### config.mk
export PLATFORM = sky130hd
export DESIGN_NAME = pc_sequencer
export DESIGN_NICKNAME = d
export VERILOG_FILES = /design/src/rtl/pc_sequencer.sv
export SDC_FILE = /design/constraint.sdc
export NUM_CORES = 1
export LEC_CHECK = 0
export ABC_AREA = 0
export ABC_CLOCK_PERIOD_IN_PS = 4400
export CAP_MARGIN = 10
export CORE_UTILIZATION = 43
export DETAILED_ROUTE_END_ITERATION = 8
export PLACE_DENSITY = 0.78
export SYNTH_ARGS = -nofsm -noshare
export SYNTH_HDL_FRONTEND = slang
export SYNTH_SLANG_ARGS = --single-unit
### constraint.sdc
create_clock -name clk -period 4.4 [get_ports clk]
set_input_delay 0.88 -clock clk [delete_from_list [all_inputs] [get_ports clk]]
set_output_delay 0.88 -clock clk [all_outputs]
set_load 0.05 [all_outputs]
### src/rtl/pc_sequencer.sv
// Next-PC controller for the RV32 front end: chooses between sequential, redirect, trap and hold,
// and parks a redirect that arrives while instruction memory is busy until it can be applied.
module pc_sequencer #(
  parameter logic [31:0] RESET_VEC   = 32'h0000_0000,
  parameter logic [31:0] TRAP_VEC    = 32'h0000_0100,
  parameter bit          ALIGN_CHECK = 1'b1
) (
  input  logic        clk,
  input  logic        rst,
  input  logic [31:0] pc_cur,
  input  logic        stall,
  input  logic        imem_ready,
  input  logic        br_taken,
  input  logic [31:0] br_target,
  input  logic        trap_req,
  output logic [31:0] pc_next,
  output logic        pc_we,
  output logic        if_id_flush,
  output logic        id_ex_flush,
  output logic        fetch_valid,
  output logic        misalign_exc,
  output logic [1:0]  state_dbg
);

  typedef enum logic [1:0] {
    BOOT = 2'd0,
    RUN  = 2'd1,
    PEND = 2'd2
  } state_t;

  state_t      state_q, state_d;
  logic [31:0] pend_tgt_q, pend_tgt_d;

  logic        redirect;
  logic        tgt_misaligned;
  logic [31:0] tgt;

  // Effective redirect target; a trap always wins over the branch target.
  always_comb begin
    redirect       = trap_req | br_taken;
    tgt_misaligned = ALIGN_CHECK && !trap_req && br_taken && (br_target[1:0] != 2'b00);
    if (trap_req || tgt_misaligned) begin
      tgt = TRAP_VEC;
    end else if (!ALIGN_CHECK) begin
      tgt = {br_target[31:2], 2'b00};
    end else begin
      tgt = br_target;
    end
  end

  always_ff @(posedge clk) begin
    if (rst) begin
      state_q    <= BOOT;
      pend_tgt_q <= '0;
    end else begin
      state_q    <= state_d;
      pend_tgt_q <= pend_tgt_d;
    end
  end

  always_comb begin
    state_d    = state_q;
    pend_tgt_d = pend_tgt_q;
    case (state_q)
      BOOT: state_d = RUN;
      RUN: begin
        if (redirect && !imem_ready) begin
          state_d    = PEND;
          pend_tgt_d = tgt;
        end
      end
      PEND: begin
        if (redirect) begin
          pend_tgt_d = tgt;
        end
        if (imem_ready) begin
          state_d = RUN;
        end
      end
      default: state_d = BOOT;
    endcase
  end

  always_comb begin
    pc_next      = pc_cur + 32'd4;
    pc_we        = 1'b0;
    if_id_flush  = 1'b0;
    id_ex_flush  = 1'b0;
    fetch_valid  = 1'b0;
    misalign_exc = 1'b0;
    if (rst) begin
      pc_next = RESET_VEC;
    end else begin
      case (state_q)
        BOOT: begin
          pc_next = RESET_VEC;
          pc_we   = 1'b1;
        end
        RUN: begin
          if (redirect) begin
            if_id_flush  = 1'b1;
            id_ex_flush  = 1'b1;
            misalign_exc = tgt_misaligned;
            pc_next      = tgt;
            pc_we        = imem_ready;
          end else if (!stall && imem_ready) begin
            pc_we       = 1'b1;
            fetch_valid = 1'b1;
          end
        end
        PEND: begin
          // A fresh request this cycle supersedes the parked target.
          if (redirect) begin
            if_id_flush  = 1'b1;
            id_ex_flush  = 1'b1;
            misalign_exc = tgt_misaligned;
            pc_next      = tgt;
          end else begin
            pc_next = pend_tgt_q;
          end
          pc_we = imem_ready;
        end
        default: pc_next = RESET_VEC;
      endcase
    end
  end

  assign state_dbg = state_q;

endmodule

Yosys cells after proc, flatten, opt, wreduce, memory -nomap -nowiden
Index checks and enable logic that the tools add are counted.

word-level totals
  register bits = 34
  logic and storage cells = 45

cells by class
  add/sub/neg operators = 1
  equal/unequal tests = 4
  muxes and demuxes = 23
  bitwise operators = 1
  reductions and logical operators = 14

operators by type and width
  cell                                                                    number
  32-bit two-way mux                                                      5
  32-bit case mux with 2 select lines                                     2
  32-bit by 3-bit adder with 32-bit output (second input constant)        1
  1-bit two-way mux                                                       12
  2-bit case mux with 3 select lines                                      1
  1-bit logical AND                                                       4
  2-bit two-way mux                                                       2
  2-bit != test (second input constant)                                   2
  2-bit AND reduction                                                     2
  2-bit nonzero test                                                      2
  1-bit zero test                                                         3
  1-bit case mux with 3 select lines                                      1
  2-bit by 1-bit equality test with 1-bit output (second input constant)  1
  2-bit equality test (second input constant)                             1
  2-bit zero test                                                         1
  2-bit OR reduction                                                      1
  1-bit logical OR                                                        1
  1-bit OR                                                                1

Longest topological paths before layout
Gate-level depths: netlist of the first run.

  depth in word-level cells = 8
  mapped depth = 9

Worst setup path before layout of the first run
Ideal clock, no wire load.

  path type = input port to output port
  start point = input trap_req
  end point = output fetch_valid
  data arrival time = 3.330 ns
  path slack = 0.190 ns
  stages on the path = 6
  buffers on the path = 4
  cells stage by stage = buf_2 -> or2_2 -> clkbuf_1 -> buf_2 -> clkbuf_1 -> nor4_1

between the ends
  longest elaborated chain between the ends = 4

RTL lines
  item                line  text
  start: declaration  15    input logic trap_req,
  1-bit OR            40    redirect = trap_req | br_taken;
  1-bit two-way mux   100   if (redirect) begin
  1-bit two-way mux   94    case (state_q)
  1-bit two-way mux   91    if (rst) begin
  end: declaration    20    output logic fetch_valid,

No other way between the ends.

Worst setup path in the final report of the first run
  start point = input pc_cur[6]
  end point = output pc_next[23]

between the ends
  longest elaborated chain between the ends = 4

RTL lines
  item                                      line  text
  start: declaration                        10    input logic [31:0] pc_cur,
  32-bit by 3-bit adder with 32-bit output  85    pc_next = pc_cur + 32'd4;
  32-bit two-way mux                        100
  32-bit case mux with 2 select lines       94
  32-bit two-way mux                        91
  end: declaration                          16    output logic [31:0] pc_next,

No other way between the ends.

==> results of run 1 <==
## cell families after synthesis
logic type      count (synthesis)
fa+ha+maj                       5
compound gates                153
xor+xnor                       26
flops                          34
simple gates                  155
buf+inv                        46
## cell type report
cell class	count	area, um2
Clock buffer	7	86.33
Clock inverter	1	5.005
Fill cell	554	2195
Inverter	10	37.54
Multi-Input combinational cell	339	2136
Sequential cell	34	680.7
Tap cell	80	100.1
Timing Repair Buffer	120	1516
## synth_stat cells (2+ instances only)
cell	number	area (um2)
a21oi_1	52	260.3
nor2_1	39	146.4
dfxtp_1	34	680.7
nand2_1	33	123.9
o21ai_0	32	160.2
nand3_1	24	120.1
clkbuf_1	23	86.33
a211oi_1	17	127.6
a22o_1	17	148.9
xnor2_1	17	148.9
buf_2	12	60.06
inv_1	10	37.54
nor3_1	9	45.04
xor2_1	9	78.83
a22oi_1	7	52.55
nand4_1	7	43.79
a31oi_1	6	37.54
nor2b_1	6	37.54
ha_1	5	62.56
nand2b_1	5	31.28
a21boi_0	4	30.03
and2_1	4	25.02
a211o_1	3	26.28
a221oi_1	3	26.28
and4_1	3	26.28
nand4_2	3	37.54
nor2_2	3	18.77
nor4_4	3	63.81
o22ai_1	3	18.77
o32ai_1	3	26.28
or3_1	3	18.77
and3_1	2	12.51
or2_2	2	12.51
## worst max-delay path by stage
stage / startpoint / endpoint / slack (ps) / cells after the start
floorplan: trap_req / fetch_valid / 190 / 6
CTS: pc_cur[2] / pc_next[20] / 380 / 8
global placement: pc_cur[6] / pc_next[31] / 400 / 7
finish: pc_cur[6] / pc_next[23] / 330 / 7
detailed placement: pc_cur[2] / pc_next[20] / 380 / 8
global route: pc_cur[2] / pc_next[20] / 210 / 8
## registers in the layout, indices dropped and copies added, names as in the netlist
| name | count |
|---|---|
| state_dbg | 2 |
| pend_tgt_q | 32 |
## power by group
| part | internal (W) | switching [W] |
|---|---|---|
| combinational | 0.000170 | 0.000247 |
| clock | 0.000126 | 0.000122 |
| sequential | 0.000323 | 0.0000115 |
## critical path, cell delays in order
cell and delay (ps):
clkdlybuf4s50_1 620, and4_2 340, nand4_1 290, nor3_1 310, xnor2_1 180, a21boi_0 370
buf_12 200
## per-layer routing
layer  vias to the layer above  track usage, %
li1                       1727               -
met1                      1646           38.27
met2                       185           44.73
met3                        22           3.657
met4                         0           9.091
met5                         -               0
## stage by stage
stage               std cells  hold slack (ps)
global placement          583            440.5
floorplan                 419            430.2
global route              591            476.1
CTS                       591            461.5
finish                    591            461.0
detailed placement        583            449.4
==> key figures, run 1 <==
Route
  – Metal-1 WL: 4539 um
  – WL/cell: 17.51 um
  – Via count: 3580
  – Drt total wl: 10350 um
  – WL met2: 4795 um
  – 1st-iter DRT viols: between 400 and 500
  – Detailed Routing Iterations Pass 1: 5
  – Max Used Layer: met4
  – Drc violations: 0
  – Routed length on met3: 747 um
  – Vias/cell: slightly above 6
  – Detail Route Antenna Nets: 0

Critical path
  – Worst r2r dst: pend_tgt_q[22]$_SDFFE_PP0P_
  – Crit path kind: input port to output port
  – Crit. End Element: output port
  – Critical R2R Launch: state_dbg[0]$_SDFFE_PP0P_
  – Crit path arrival time: 3190 ps
  – Startpoint class of the critical path: input port
  – Crit-path max FO: 6
  – Reg2Reg Depth: 8
  – Worst endpoint required time: 3520 ps
  – Reg2Reg Setup Slack: between 1500 and 2000 ps

Job
  – Max-cap viol count: 0

STA
  – Max Transition Viols Final: 0
  – Slew HR: 45.74%
  – Setup TNS: 0 ps
  – Final period util: 92.39%
  – Final setup vio count: 0
  – Worst slew pin tran: approximately 810 ps
  – Highest attainable clock frequency: 246.0 MHz
  – Final hold vios: 0
  – Crit path time final: 4065 ps
  – Final WS setup: 334.8 ps
  – Setup Skew: 10.07 ps
  – RSZ-0062 raised after global routing: false

Worst hold path
  – Cells on Worst Hold Path: 2
  – Hold Path End: pend_tgt_q[6]$_SDFFE_PP0P_
  – Hold_sp: pend_tgt_q[6]$_SDFFE_PP0P_
  – Worst hold path type: flip-flop to flip-flop

Floorplan
  – Die ar.: 7333 um2
  – Core area: 6756 um2
  – DIE WIDTH: 85.64 um
  – Die height: 85.64 um
  – Initial Util: 44.52%
  – I/O pin count: 109
  – Row cnt: 30

Logic synthesis
  – Yosys warns: 0
  – Xor-xnor portion of the synthesized cell area: under 10%
  – Sequential-to-total area share from yosys stat: 22.63%
  – Mapped Cells: approximately 420
  – Mapped cell area: 3008 um2
  – Number of synthesized register bits: 34
  – Post-Synth Adder-Cell Area: under 10%
  – Share of flip-flops with an asynchronous set or reset: 0%
  – Post-Syn Nets: roughly 500
  – Largest family of logic cells by synthesized area: compound AO/OA/AOI/OAI gates
  – Number of synthesized flops with an enable pin: 0
  – Syn Area/Cell: 7.179 um2
  – Synth Flop Type: dfxtp_1
  – Synth Area in Compound Gates: 32.07%
  – Post-synthesis mux area share: 0%
  – Yosys cell types: 49
  – Post-synthesis simple-gate area fraction: 29.28%

Pwr
  – Leakage Power: 1.588 nW
  – Power, Total: 0.0009987 W
  – PwrDens: 218.9 nW/um2
  – Maximum vdd drop: 0.09939 mV

Place
  – IO buf count: 108
  – Pre-CTS setup slack: 382.6 ps
  – DP HPWL: 7606 um
  – Placer Congestion: 0.9182
  – Placed cell area: 4471 um2

Clock network
  – TritonCTS clock tree: built
  – Clock Sinks: 34
  – Later-pin clock latency in the skew report: 290 ps
  – Buffer levels on the longest clock path: 2
  – Post-CTS Setup Inserts: 0
  – Root Buffer: clkbuf_8
  – # hold bufs at CTS: 0
  – Cts repair resizes: 0
  – Max H-tree Level: 2
  – Clock transition at path regs: about 70 ps
  – Inserted Clock Buffers: 5

Cells and area
  – # diodes: 0
  – Area growth, synth to finish: 51.66%
  – Final core utilization: 67.52%
  – Most frequent cells in the layout: clkdlybuf4s50_1, a21oi_1, nor2_1, buf_12, dfxtp_1
  – Net count, final: 585
  – Commonest non-fill, non-tap cell in the layout: clkdlybuf4s50_1
  – Proportion of layout cells with a drive suffix above 1: 14.29%
  – Design Area, Final: 4562 um2

Global routing
  – Grt total ovfl: 0
  – First-pass GRT wire length: 16280 um
  – Overall Global Routing Usage: 27.73%
  – Vias in the first global route: 3288
  – Pin count of the biggest net entering global routing: 40
  – Initial antenna violation count: 0

Run status
  – Outcome: completed
Note: power is estimated with default switching activity, not from simulation.
==> inputs of run 2 (changes only) <==
--- a/config.mk
+++ b/config.mk
@@ -8,9 +8,11 @@
 export ABC_AREA = 0
 export ABC_CLOCK_PERIOD_IN_PS = 4400
 export CAP_MARGIN = 10
+export CORE_MARGIN = 2
 export CORE_UTILIZATION = 43
 export DETAILED_ROUTE_END_ITERATION = 8
 export PLACE_DENSITY = 0.78
+export SETUP_SLACK_MARGIN = 0.05
 export SYNTH_ARGS = -nofsm -noshare
 export SYNTH_HDL_FRONTEND = slang
 export SYNTH_SLANG_ARGS = --single-unit
==> run 2 against run 1 <==
Clock power shrank 8.5%. Register-to-register slack worse by 150 ps. Maximum frequency down 1.7%. Setup slack lost 72 ps. Clock skew down 3.9 ps. Critical endpoint is now pc_next[26]. Design area up 0.33%. Via count rose by 2.3%. Critical path type unchanged. First-iteration DRC count fell by 7.0%. Largest cell class unchanged. Sequential power is essentially flat. Critical path depth is 1 higher. Sequential share of layout area barely moved. Non-clock buffer count increased by 1.
==> key figures, run 2 (same netlist as run 1, synthesis figures left out) <==
Run status
  – Outcome: completed (unchanged)

Worst hold path
  – Hold_sp: pend_tgt_q[3]$_SDFFE_PP0P_ (was pend_tgt_q[6]$_SDFFE_PP0P_)
  – Cells on Worst Hold Path: 2 (unchanged)
  – Worst hold path type: flip-flop to flip-flop (unchanged)

Clock network
  – Clock Sinks: 34 (unchanged)
  – Clock transition at path regs: 70 ps (about the same)
  – TritonCTS clock tree: built (unchanged)
  – Later-pin clock latency in the skew report: 290 ps (about the same)
  – Max H-tree Level: 2 (unchanged)
  – Cts repair resizes: 0 (unchanged)
  – Post-CTS Setup Inserts: 0 (unchanged)
  – Inserted Clock Buffers: 5 (unchanged)
  – # hold bufs at CTS: 0 (unchanged)
  – Buffer levels on the longest clock path: 2 (unchanged)
  – Root Buffer: clkbuf_8 (unchanged)

Place
  – DP HPWL: 7589 um (was 7606 um)
  – Pre-CTS setup slack: 308.8 ps (was 382.6 ps)
  – IO buf count: 108 (unchanged)
  – Placer Congestion: 0.9301 (was 0.9182)

Critical path
  – Crit-path max FO: 7 (was 6)
  – Critical R2R Launch: state_dbg[1]$_SDFFE_PP0P_ (was state_dbg[0]$_SDFFE_PP0P_)
  – Crit path arrival time: 3260 ps (was 3190 ps)
  – Crit path kind: input port to output port (unchanged)
  – Critical path startpoint: pc_cur[2] (was pc_cur[6])
  – Worst endpoint required time: 3520 ps (about the same)
  – Startpoint class of the critical path: input port (unchanged)
  – Reg2Reg Depth: 9 (was 8)
  – Crit. End Element: output port (unchanged)

Cells and area
  – Register Area: 680.7 um2 (unchanged)
  – Max reg flops: 32 (unchanged)
  – Proportion of layout cells with a drive suffix above 1: 14.48% (was 14.29%)
  – # diodes: 0 (unchanged)
  – Area growth, synth to finish: 52.16% (was 51.66%)
  – Most frequent cells in the layout: clkdlybuf4s50_1, a21oi_1, nor2_1, buf_12, dfxtp_1 (unchanged)
  – Commonest non-fill, non-tap cell in the layout: clkdlybuf4s50_1 (unchanged)
  – Net count, final: 586 (was 585)
  – Fill cells: 570 (was 554)
  – Multi-input combinational cell area: 2136 um2 (unchanged)
  – Largest register by flop count: pend_tgt_q (unchanged)

Floorplan
  – Core area: 6794 um2 (was 6756 um2)
  – I/O pin count: 109 (unchanged)
  – Initial Util: 44.27% (was 44.52%)
  – Die height: 87.64 um (was 85.64 um)
  – Row cnt: 30 (unchanged)
  – Die ar.: 7680 um2 (was 7333 um2)
  – DIE WIDTH: 87.64 um (was 85.64 um)

Global routing
  – Overall Global Routing Usage: 27.10% (was 27.73%)
  – Initial antenna violation count: 0 (unchanged)
  – Grt total ovfl: 0 (unchanged)
  – Pin count of the biggest net entering global routing: 39 (was 40)
  – Vias in the first global route: 3360 (was 3288)
  – First-pass GRT wire length: 16620 um (was 16280 um)

Pwr
  – Leakage Power: 1.587 nW (was 1.588 nW)
  – Maximum vdd drop: 0.09759 mV (was 0.09939 mV)
  – PwrDens: 213.7 nW/um2 (was 218.9 nW/um2)
  – Power, Total: 0.0009780 W (was 0.0009987 W)

STA
  – Final setup vio count: 0 (unchanged)
  – Setup TNS: 0 ps (unchanged)
  – Highest attainable clock frequency: 241.7 MHz (was 246.0 MHz)
  – RSZ-0062 raised after global routing: false (unchanged)
  – Max Transition Viols Final: 0 (unchanged)
  – Setup Skew: 6.213 ps (was 10.07 ps)
  – Final period util: 94.02% (was 92.39%)
  – Final hold vios: 0 (unchanged)
  – Worst slew pin tran: 873.5 ps (was 813.1 ps)
  – Final WS setup: 263.2 ps (was 334.8 ps)
  – Crit path time final: 4137 ps (was 4065 ps)
  – Slew HR: 41.71% (was 45.74%)

Route
  – Detailed Routing Iterations Pass 1: 5 (unchanged)
  – Via count: 3663 (was 3580)
  – Vias/cell: 6.035 (was 6.058)
  – WL/cell: 17.14 um (was 17.51 um)
  – Drt total wl: 10410 um (was 10350 um)
  – 1st-iter DRT viols: 383 (was 412)
  – Detail Route Antenna Nets: 0 (unchanged)
  – Drc violations: 0 (unchanged)

Job
  – Max-cap viol count: 0 (unchanged)
==> run 2: per-stage QoR <==
stage                     utilization (%)  hold slack (ps)  area [um2]  std cells
after global placement              66.21            439.6        4498        600
after detailed placement            66.21            444.1        4498        600
after CTS                           67.37            453.5        4577        607
after global routing                67.37            479.6        4577        607
after floorplan                         -            430.2        3008        419
final                               67.37            455.2        4577        607
==> run 2: final timing paths <==
check,end,slack (ps)
max,pc_next[26],260
min,pend_tgt_q[3]$_SDFFE_PP0P_,460
max reg2reg,pend_tgt_q[21]$_SDFFE_PP0P_,1630
min reg2reg,pend_tgt_q[3]$_SDFFE_PP0P_,460
==> run 2: power breakdown <==
part	total [W]	leakage, nW	internal [W]	switching, W
clock network	0.000227	0.0438	0.000106	0.000121
registers	0.000334	0.275	0.000323	0.0000114
logic	0.000417	1.27	0.000170	0.000246
==> run 2: final cells by class <==
class,count,area share (%)
clock buffers,5,1.504
clock inverters,2,0.2187
inverters,10,0.8201
multi-input cells,339,46.66
flip-flops and latches,34,14.87
well taps,96,2.624
repair buffers,121,33.30
==> run 2: routing by layer <==
| metal | up-vias | track usage (%) | share of wire (%) | routed length (um) |
|---|---|---|---|---|
| met5 | - | 0 | 0 | 0 |
| met4 | 0 | 6.434 | 0.95 | 99 |
| met3 | 11 | 4.713 | 9.2 | 957 |
| met2 | 229 | 44.35 | 48 | 5015 |
| met1 | 1709 | 37.17 | 42 | 4335 |
| li1 | 1714 | - | - | - |
==> run 2: critical path, stage by stage <==
cell	delay, ps
clkdlybuf4s50_1	540
ha_1	200
and3_1	350
nand4_2	290
nor4_4	230
xnor2_1	100
a211oi_1	450
buf_12	200
